--- src/rtl/sprite_motion_ctrl.sv ---
// Frame-synchronous sprite origin controller: debounced buttons, one origin update per vsync.
// Defining SPRITE_WRAP_EN makes the axes wrap around instead of clamping at the edges.
module sprite_motion_ctrl #(
  parameter int unsigned H_ACTIVE  = 640,
  parameter int unsigned V_ACTIVE  = 480,
  parameter int unsigned SPRITE_W  = 32,
  parameter int unsigned SPRITE_H  = 32,
  parameter int unsigned STEP      = 2,
  parameter int unsigned X_INIT    = 304,
  parameter int unsigned Y_INIT    = 224,
  parameter int unsigned DB_CYCLES = 250000
) (
  input  logic       iVGA_CLK,
  input  logic       iRST_n,
  input  logic       iVS,
  input  logic       moveUp,
  input  logic       moveDown,
  input  logic       moveLeft,
  input  logic       moveRight,
  output logic [9:0] oX,
  output logic [8:0] oY,
  output logic       oUpdate,
  output logic       oMoving
);

  localparam int unsigned CW = $clog2(DB_CYCLES + 1);
  localparam logic signed [10:0] XMax  = 11'(H_ACTIVE - SPRITE_W);
  localparam logic signed [10:0] YMax  = 11'(V_ACTIVE - SPRITE_H);
  localparam logic signed [10:0] StepS = 11'(STEP);

  localparam int BtnUp    = 0;
  localparam int BtnDown  = 1;
  localparam int BtnLeft  = 2;
  localparam int BtnRight = 3;

  typedef enum logic [1:0] {S_WAIT, S_CALC, S_COMMIT} state_e;

  state_e            state_q;
  logic [3:0]        btn_raw;
  logic [3:0]        sync1_q, sync2_q, db_q;
  logic [CW-1:0]     cnt_q [4];
  logic              vs_q;
  logic              frame_tick;
  logic signed [10:0] x_cur, y_cur, nx, ny;
  logic [9:0]        nx_q;
  logic [8:0]        ny_q;

  assign btn_raw    = {moveRight, moveLeft, moveDown, moveUp};
  assign frame_tick = vs_q & ~iVS;

  // Two-flop synchronizer, then a per-button stable-level counter.
  always_ff @(posedge iVGA_CLK) begin
    if (!iRST_n) begin
      sync1_q <= '0;
      sync2_q <= '0;
      db_q    <= '0;
      for (int i = 0; i < 4; i++) cnt_q[i] <= '0;
    end else begin
      sync1_q <= btn_raw;
      sync2_q <= sync1_q;
      for (int i = 0; i < 4; i++) begin
        if (sync2_q[i] != db_q[i]) begin
          if (cnt_q[i] == CW'(DB_CYCLES - 1)) begin
            db_q[i]  <= ~db_q[i];
            cnt_q[i] <= '0;
          end else begin
            cnt_q[i] <= cnt_q[i] + 1'b1;
          end
        end else begin
          cnt_q[i] <= '0;
        end
      end
    end
  end

  // Next origin; opposing buttons cancel. STEP <= sprite size keeps one correction enough.
  always_comb begin
    x_cur = signed'({1'b0, oX});
    y_cur = signed'({2'b00, oY});
    nx    = x_cur;
    ny    = y_cur;
    if (db_q[BtnRight] && !db_q[BtnLeft]) begin
      nx = x_cur + StepS;
`ifdef SPRITE_WRAP_EN
      if (nx > XMax) nx = nx - (XMax + 11'sd1);
`else
      if (nx > XMax) nx = XMax;
`endif
    end else if (db_q[BtnLeft] && !db_q[BtnRight]) begin
      nx = x_cur - StepS;
`ifdef SPRITE_WRAP_EN
      if (nx < 11'sd0) nx = nx + XMax + 11'sd1;
`else
      if (nx < 11'sd0) nx = 11'sd0;
`endif
    end
    if (db_q[BtnDown] && !db_q[BtnUp]) begin
      ny = y_cur + StepS;
`ifdef SPRITE_WRAP_EN
      if (ny > YMax) ny = ny - (YMax + 11'sd1);
`else
      if (ny > YMax) ny = YMax;
`endif
    end else if (db_q[BtnUp] && !db_q[BtnDown]) begin
      ny = y_cur - StepS;
`ifdef SPRITE_WRAP_EN
      if (ny < 11'sd0) ny = ny + YMax + 11'sd1;
`else
      if (ny < 11'sd0) ny = 11'sd0;
`endif
    end
  end

  always_ff @(posedge iVGA_CLK) begin
    if (!iRST_n) begin
      state_q <= S_WAIT;
      vs_q    <= 1'b1;
      nx_q    <= '0;
      ny_q    <= '0;
      oX      <= 10'(X_INIT);
      oY      <= 9'(Y_INIT);
      oUpdate <= 1'b0;
      oMoving <= 1'b0;
    end else begin
      vs_q    <= iVS;
      oMoving <= |db_q;
      oUpdate <= 1'b0;
      case (state_q)
        S_WAIT: begin
          if (frame_tick) state_q <= S_CALC;
        end
        S_CALC: begin
          nx_q    <= nx[9:0];
          ny_q    <= ny[8:0];
          state_q <= S_COMMIT;
        end
        S_COMMIT: begin
          oX      <= nx_q;
          oY      <= ny_q;
          oUpdate <= 1'b1;
          state_q <= S_WAIT;
        end
        default: state_q <= S_WAIT;
      endcase
    end
  end

endmodule

--- config.mk ---
export PLATFORM = sky130hd
export DESIGN_NAME = sprite_motion_ctrl
export DESIGN_NICKNAME = d
export VERILOG_FILES = /design/src/rtl/sprite_motion_ctrl.sv
export SDC_FILE = /design/constraint.sdc
export NUM_CORES = 1
export LEC_CHECK = 0
export CORE_ASPECT_RATIO = 1.75
export CORE_MARGIN = 2
export CORE_UTILIZATION = 54
export DETAILED_ROUTE_END_ITERATION = 7
export PLACE_DENSITY = 0.72
export SETUP_SLACK_MARGIN = 0.15
export SYNTH_ARGS = -nofsm -noshare
export SYNTH_HDL_FRONTEND = slang
export SYNTH_SLANG_ARGS = --single-unit
--- constraint.sdc ---
create_clock -name iVGA_CLK -period 3.02 [get_ports iVGA_CLK]
set_input_delay 0.302 -clock iVGA_CLK [delete_from_list [all_inputs] [get_ports iVGA_CLK]]
set_output_delay 0.302 -clock iVGA_CLK [all_outputs]
set_load 0.02 [all_outputs]
Word-level counts from Yosys, hierarchy flattened --
Memory sizes are Yosys's and may differ from the RTL's. Index checks and enable logic that the tools add are counted.
Operators by class: bitwise logic cells 18, reduce and logical (&&, ||, !) cells 14, multiplexer cells 68, equality and inequality tests 11, magnitude comparators 4, $add $sub $neg 8
Operators by type and width (count):
- 18-bit 2-to-1 mux | 12
- 18-bit by 1-bit adder with 18-bit output, second input constant | 4
- 18-bit == test, second input constant | 4
- 1-bit 2-to-1 mux | 46
- 10-bit 2-to-1 mux | 4
- 9-bit 2-to-1 mux | 4
- 1-bit bitwise OR | 12
- 10-bit by 2-bit adder with 11-bit output, second input constant | 1
- 11-bit greater-than comparator, second input constant | 1
- 11-bit by 1-bit < comparator with 1-bit output, second input constant | 1
- 10-bit by 2-bit subtractor with 11-bit output, second input constant | 1
- 9-bit by 2-bit adder with 10-bit output, second input constant | 1
- 10-bit by 9-bit greater-than comparator with 1-bit output, second input constant | 1
- 10-bit by 1-bit < comparator with 1-bit output, second input constant | 1
- 9-bit by 2-bit subtractor with 10-bit output, second input constant | 1
- 2-bit AND reduction | 4
- 1-bit NOT | 5
- 1-bit logical AND | 4
- 1-bit logical NOT | 4
- 1-bit inequality test | 4
- 2-bit case mux with 2 select lines | 1
- 4-bit OR reduction | 1
- 2-bit by 1-bit == test with 1-bit output, second input constant | 1
- 2-bit == test, second input constant | 1
- other kinds (4) | 4
Word-level totals: bits in writable memories 72, register bits after elaboration 55, memories 1
Memories:
- cnt_q | depth 4, width 18, read ports 4, clocked after Yosys merged registers in 0, write ports 4, RTL line 41 | logic [CW-1:0] cnt_q [4];

Depth between registers and ports, before layout --
An unclocked memory read counts as a cell.
depth in word-level cells 9, mapped depth 8, depth with buffers taken out 8

Least setup slack after synthesis --
No wires, ideal clock.
path kind register to register, start point reg oY[1], end point reg ny_q[4], path slack 0.724 ns, arrival time 2.226 ns, stages on the path, launching flop included 9, buffers on the path 0, required time 2.950 ns, cells stage by stage dfxtp_1 -> inv_1 -> ha_1 -> or3b_1 -> nor4_1 -> a221o_1 -> o211ai_2 -> or3_1 -> a21boi_1
Between the ends: longest elaborated chain between the ends 5, elaborated cells on any way between the ends 8, those cells by class 2 x add/sub; 2 x order compare; 4 x mux
RTL lines:
- start, declared | RTL line 21 | output logic [8:0] oY,
- start signal, assigned | RTL line 121 | oY <= 9'(Y_INIT);
- start signal, assigned | RTL line 139 | oY <= ny_q;
- 9-bit by 2-bit subtractor with 10-bit output | RTL line 105 | ny = y_cur - StepS;
- 10-bit by 1-bit < comparator with 1-bit output | RTL line 109 | if (ny < 11'sd0) ny = 11'sd0;
- 9-bit 2-to-1 mux | RTL line 109
- 9-bit 2-to-1 mux | RTL line 104 | end else if (db_q[BtnUp] && !db_q[BtnDown]) begin
- 9-bit 2-to-1 mux * | RTL line 97 | if (db_q[BtnDown] && !db_q[BtnUp]) begin
- end signal, assigned | RTL line 134 | ny_q <= ny[8:0];
- end, declared | RTL line 46 | logic [8:0] ny_q;
Every way passes the cells marked *; elsewhere a longest branch is shown, timed or not. A chain may end at the register's enable or synchronous reset.

Final worst setup path --
start point reg oY[2], end point reg ny_q[4]
Same word-level chain as after synthesis.

==> results.py <==
metrics = {
    "run_status": {
        "status": "finished clean",
    },
    "yosys": {
        "synthDistinctLibCells": 65,
        "syn_area_mm2": 0.00678,
        "ys_warn_count": 0,
        "yosys.area.top_type": "edfxtp_1",
        "synthSimpleGateAreaFrac_pct": 26.0,
        "seq_area_frac_synth_pct": 48.1,
        "synth_cells": 733,
        "synth_fa_ha_area_share_pct": 1.48,
        "syn_area_per_cell_um2": 9.25,
        "synth_xor_xnor_area_share_pct": 10.2,
        "synth_seq_cells": 127,
        "synth_top_area_share_pct": 31.9,
        "synth_top_family_by_area": "simple AND/OR/NAND/NOR gates",
        "async_reset_ff_share_pct": 0,
        "yosys-top-cells-area": "edfxtp_1 32%, dfxtp_1 16%, nor2_1 6.0%",
        "synth_edf_count": 72,
        "synth_compound_area_share_pct": 10.3,
        "synth_mux_area_share_pct": 0.738,
        "synthFlopType": "edfxtp_1",
    },
    "sta": {
        "worst_pin_slew_ns": 0.859,
        "setup_tns_ns": 0,
        "slew_headroom_pct": 42.7,
        "rsz0062_at_grt": "no",
        "layout_min_cycle_time_ns": 2.41,
        "whs_ns": 0.190,
        "setup_ws_ns": 0.607,
        "finClkSkew_ns": 0.00826,
        "fmax_mhz": 414,
        "slew_violations": 0,
        "finalSetupViolCount": 0,
        "hold_violations": 0,
        "layout_worst_path_cycle_share_pct": 79.9,
    },
    "hold_path": {
        "hold_path.class": "in -> reg",
        "worstHoldStart": "iRST_n",
    },
    "die": {
        "start_util_pct": 54.8,
        "die_w_um": 88.7,
        "rows": 54,
        "die_area_mm2": 0.0135,
        "die_h_um": 152,
        "ios": 28,
        "core_mm2": 0.0124,
    },
    "critical_path": {
        "cp_data_arrival_time_ns": 2.77,
        "worstPathRequired_ns": 3.37,
        "critPathMaxFanout": 9,
        "startpoint": "oY[2]",
        "r2r_start": "oY[2]",
        "critPathLaunchType": "register",
        "crit_type": "reg -> reg",
        "cp-end-kind": "register",
    },
    "global_route": {
        "antenna_found_initial": 0,
        "grt_pass1_vias": 5361,
        "grt_use_total_pct": 22.3,
        "grt_pass1_wl_um": 23900,
        "grt_max_degree": 46,
        "overflow": 0,
    },
    "finish": {
        "fin_nets": 832,
        "final_common_cell": "nor2_1",
        "final_cell_mix": "108 x nor2_1, 83 x nand2_1, 72 x edfxtp_1, 72 x conb_1, 55 x dfxtp_1",
        "antenna_cells": 0,
        "areaGrowthSynthToFinish_pct": 18.5,
        "drive_gt1_share_pct": 5.66,
    },
    "drt": {
        "ant_nets": 0,
        "num_vias": 5442,
        "avgViaCountPerCell": 5.45,
        "drt-wirelength-per-cell_um": 14.3,
        "wirelength_um": 14300,
        "firstDrtPassIters": 5,
        "drcViolationCount": 0,
        "drtIter0Drc": 445,
    },
    "placement": {
        "io_buffer_count": 27,
        "detailedPlace.worstSlack_ns": 0.635,
        "routabilityCongestion": 0.916,
        "dp_hpwl_um": 9860,
    },
    "power": {
        "power_density_mw_per_mm2": 534,
        "power_w": 0.00428,
        "p_leak_nw": 2.87,
        "ir_drop_v": 0.000441,
    },
    "clock_tree": {
        "clk_path_buf_depth": 2,
        "clk-insertion-delay-late_ns": 0.42,
        "clkTransAtPathRegs_ns": 0.06,
        "ctsHoldBuffers": 0,
        "htreeDepth": 4,
        "cts_tree": "built",
        "cts_inserted_buffers": 17,
        "clkSinkCount": 127,
        "cts_root_buffer": "clkbuf_16",
        "cts_resized": 0,
        "cts_setup_buffers": 0,
    },
    "flow_run": {
        "drv_cap": 0,
    },
}
where the power goes:
part	switching [W]	internal [W]	leakage (nW)
Clock	0.000765	0.00137	0.311
Combinational	0.000105	0.0000790	1.37
Sequential	0.0000678	0.00189	1.19
Total	0.000938	0.00335	2.87
area by class of cell:
class                           count  area [µm²]
Clock inverter                     12         154
Multi-Input combinational cell    625        3570
Clock buffer                       20         468
Timing Repair Buffer               33         310
Inverter                           13        48.8
Sequential cell                   127        3260
Fill cell                        1031        4340
Tap cell                          168         210
through the flow:
step	utilization, %	instances	cell area [µm²]
2_1_floorplan	-	804	7040
3_3_place_gp	59.9	966	7410
3_5_place_dp	59.9	966	7410
4_1_cts	64.9	998	8030
5_1_grt	64.9	998	8030
6_report	64.9	998	8030
state kept, by name, summed over array words and instances (netlist names):
signal,cells
nx_q,10
state_q,2
cnt_q,72
sync2_q,4
sync1_q,4
oX,10
oMoving,1
oUpdate,1
ny_q,9
oY,9
vs_q,1
db_q,4
synth_stat cells, drive strengths merged, types with 2 or more instances:
cell type    n
nor2       108
nand2       83
edfxtp      72
dfxtp       55
nand3       47
xor2        46
clkbuf      34
xnor2       33
o21ai       28
nand4       17
a21boi      16
nor3        15
and3        14
inv         13
a31oi       12
and2        12
a21oi       10
nand2b      10
nor2b       10
nor4        10
ha           8
and4         7
a211oi       6
o211ai       6
or3          6
buf          5
mux2i        5
nand3b       4
nor3b        4
or2          4
nor4b        3
o31ai        3
a211o        2
a221o        2
a32oi        2
o21a         2
final timing paths:
kind,end,slack (ns),cells past startpoint
worst max-delay path,ny_q[4],0.61,8
worst min-delay path,oX[4],0.19,2
worst max register to register,ny_q[4],0.61,8
worst min register to register,sync2_q[3],0.43,1
layer usage:
layer | GRT usage [%] | vias up | share of wire (%)
met5 | 0 | - | 0
met4 | 9.16 | 0 | 2.4
met3 | 6.12 | 34 | 3.8
met2 | 38.9 | 115 | 53
met1 | 24.8 | 2606 | 41
li1 | - | 2687 | -
kinds of logic (layout without fill, tap and decap cells):
kind of cell | count (synthesis) | after routing
buffers and inverters | 52 | 78
AND/OR/NAND/NOR | 360 | 360
XOR/XNOR | 79 | 79
adder cells (fa/ha/maj) | 8 | 8
flip-flops | 127 | 127
multiplexers | 5 | 5
AO/OA/AOI/OAI | 101 | 101
other | 1 | 72
worst max-delay path, stage by stage, from the launching register on:
cell      delay (ns)
dfxtp_1         0.50
inv_1           0.11
ha_1            0.31
or3b_1          0.38
nor4_1          0.18
a221o_1         0.18
o211ai_2        0.16
or3_1           0.39
a21boi_1        0.13
Power figures use the tool's default switching activity.
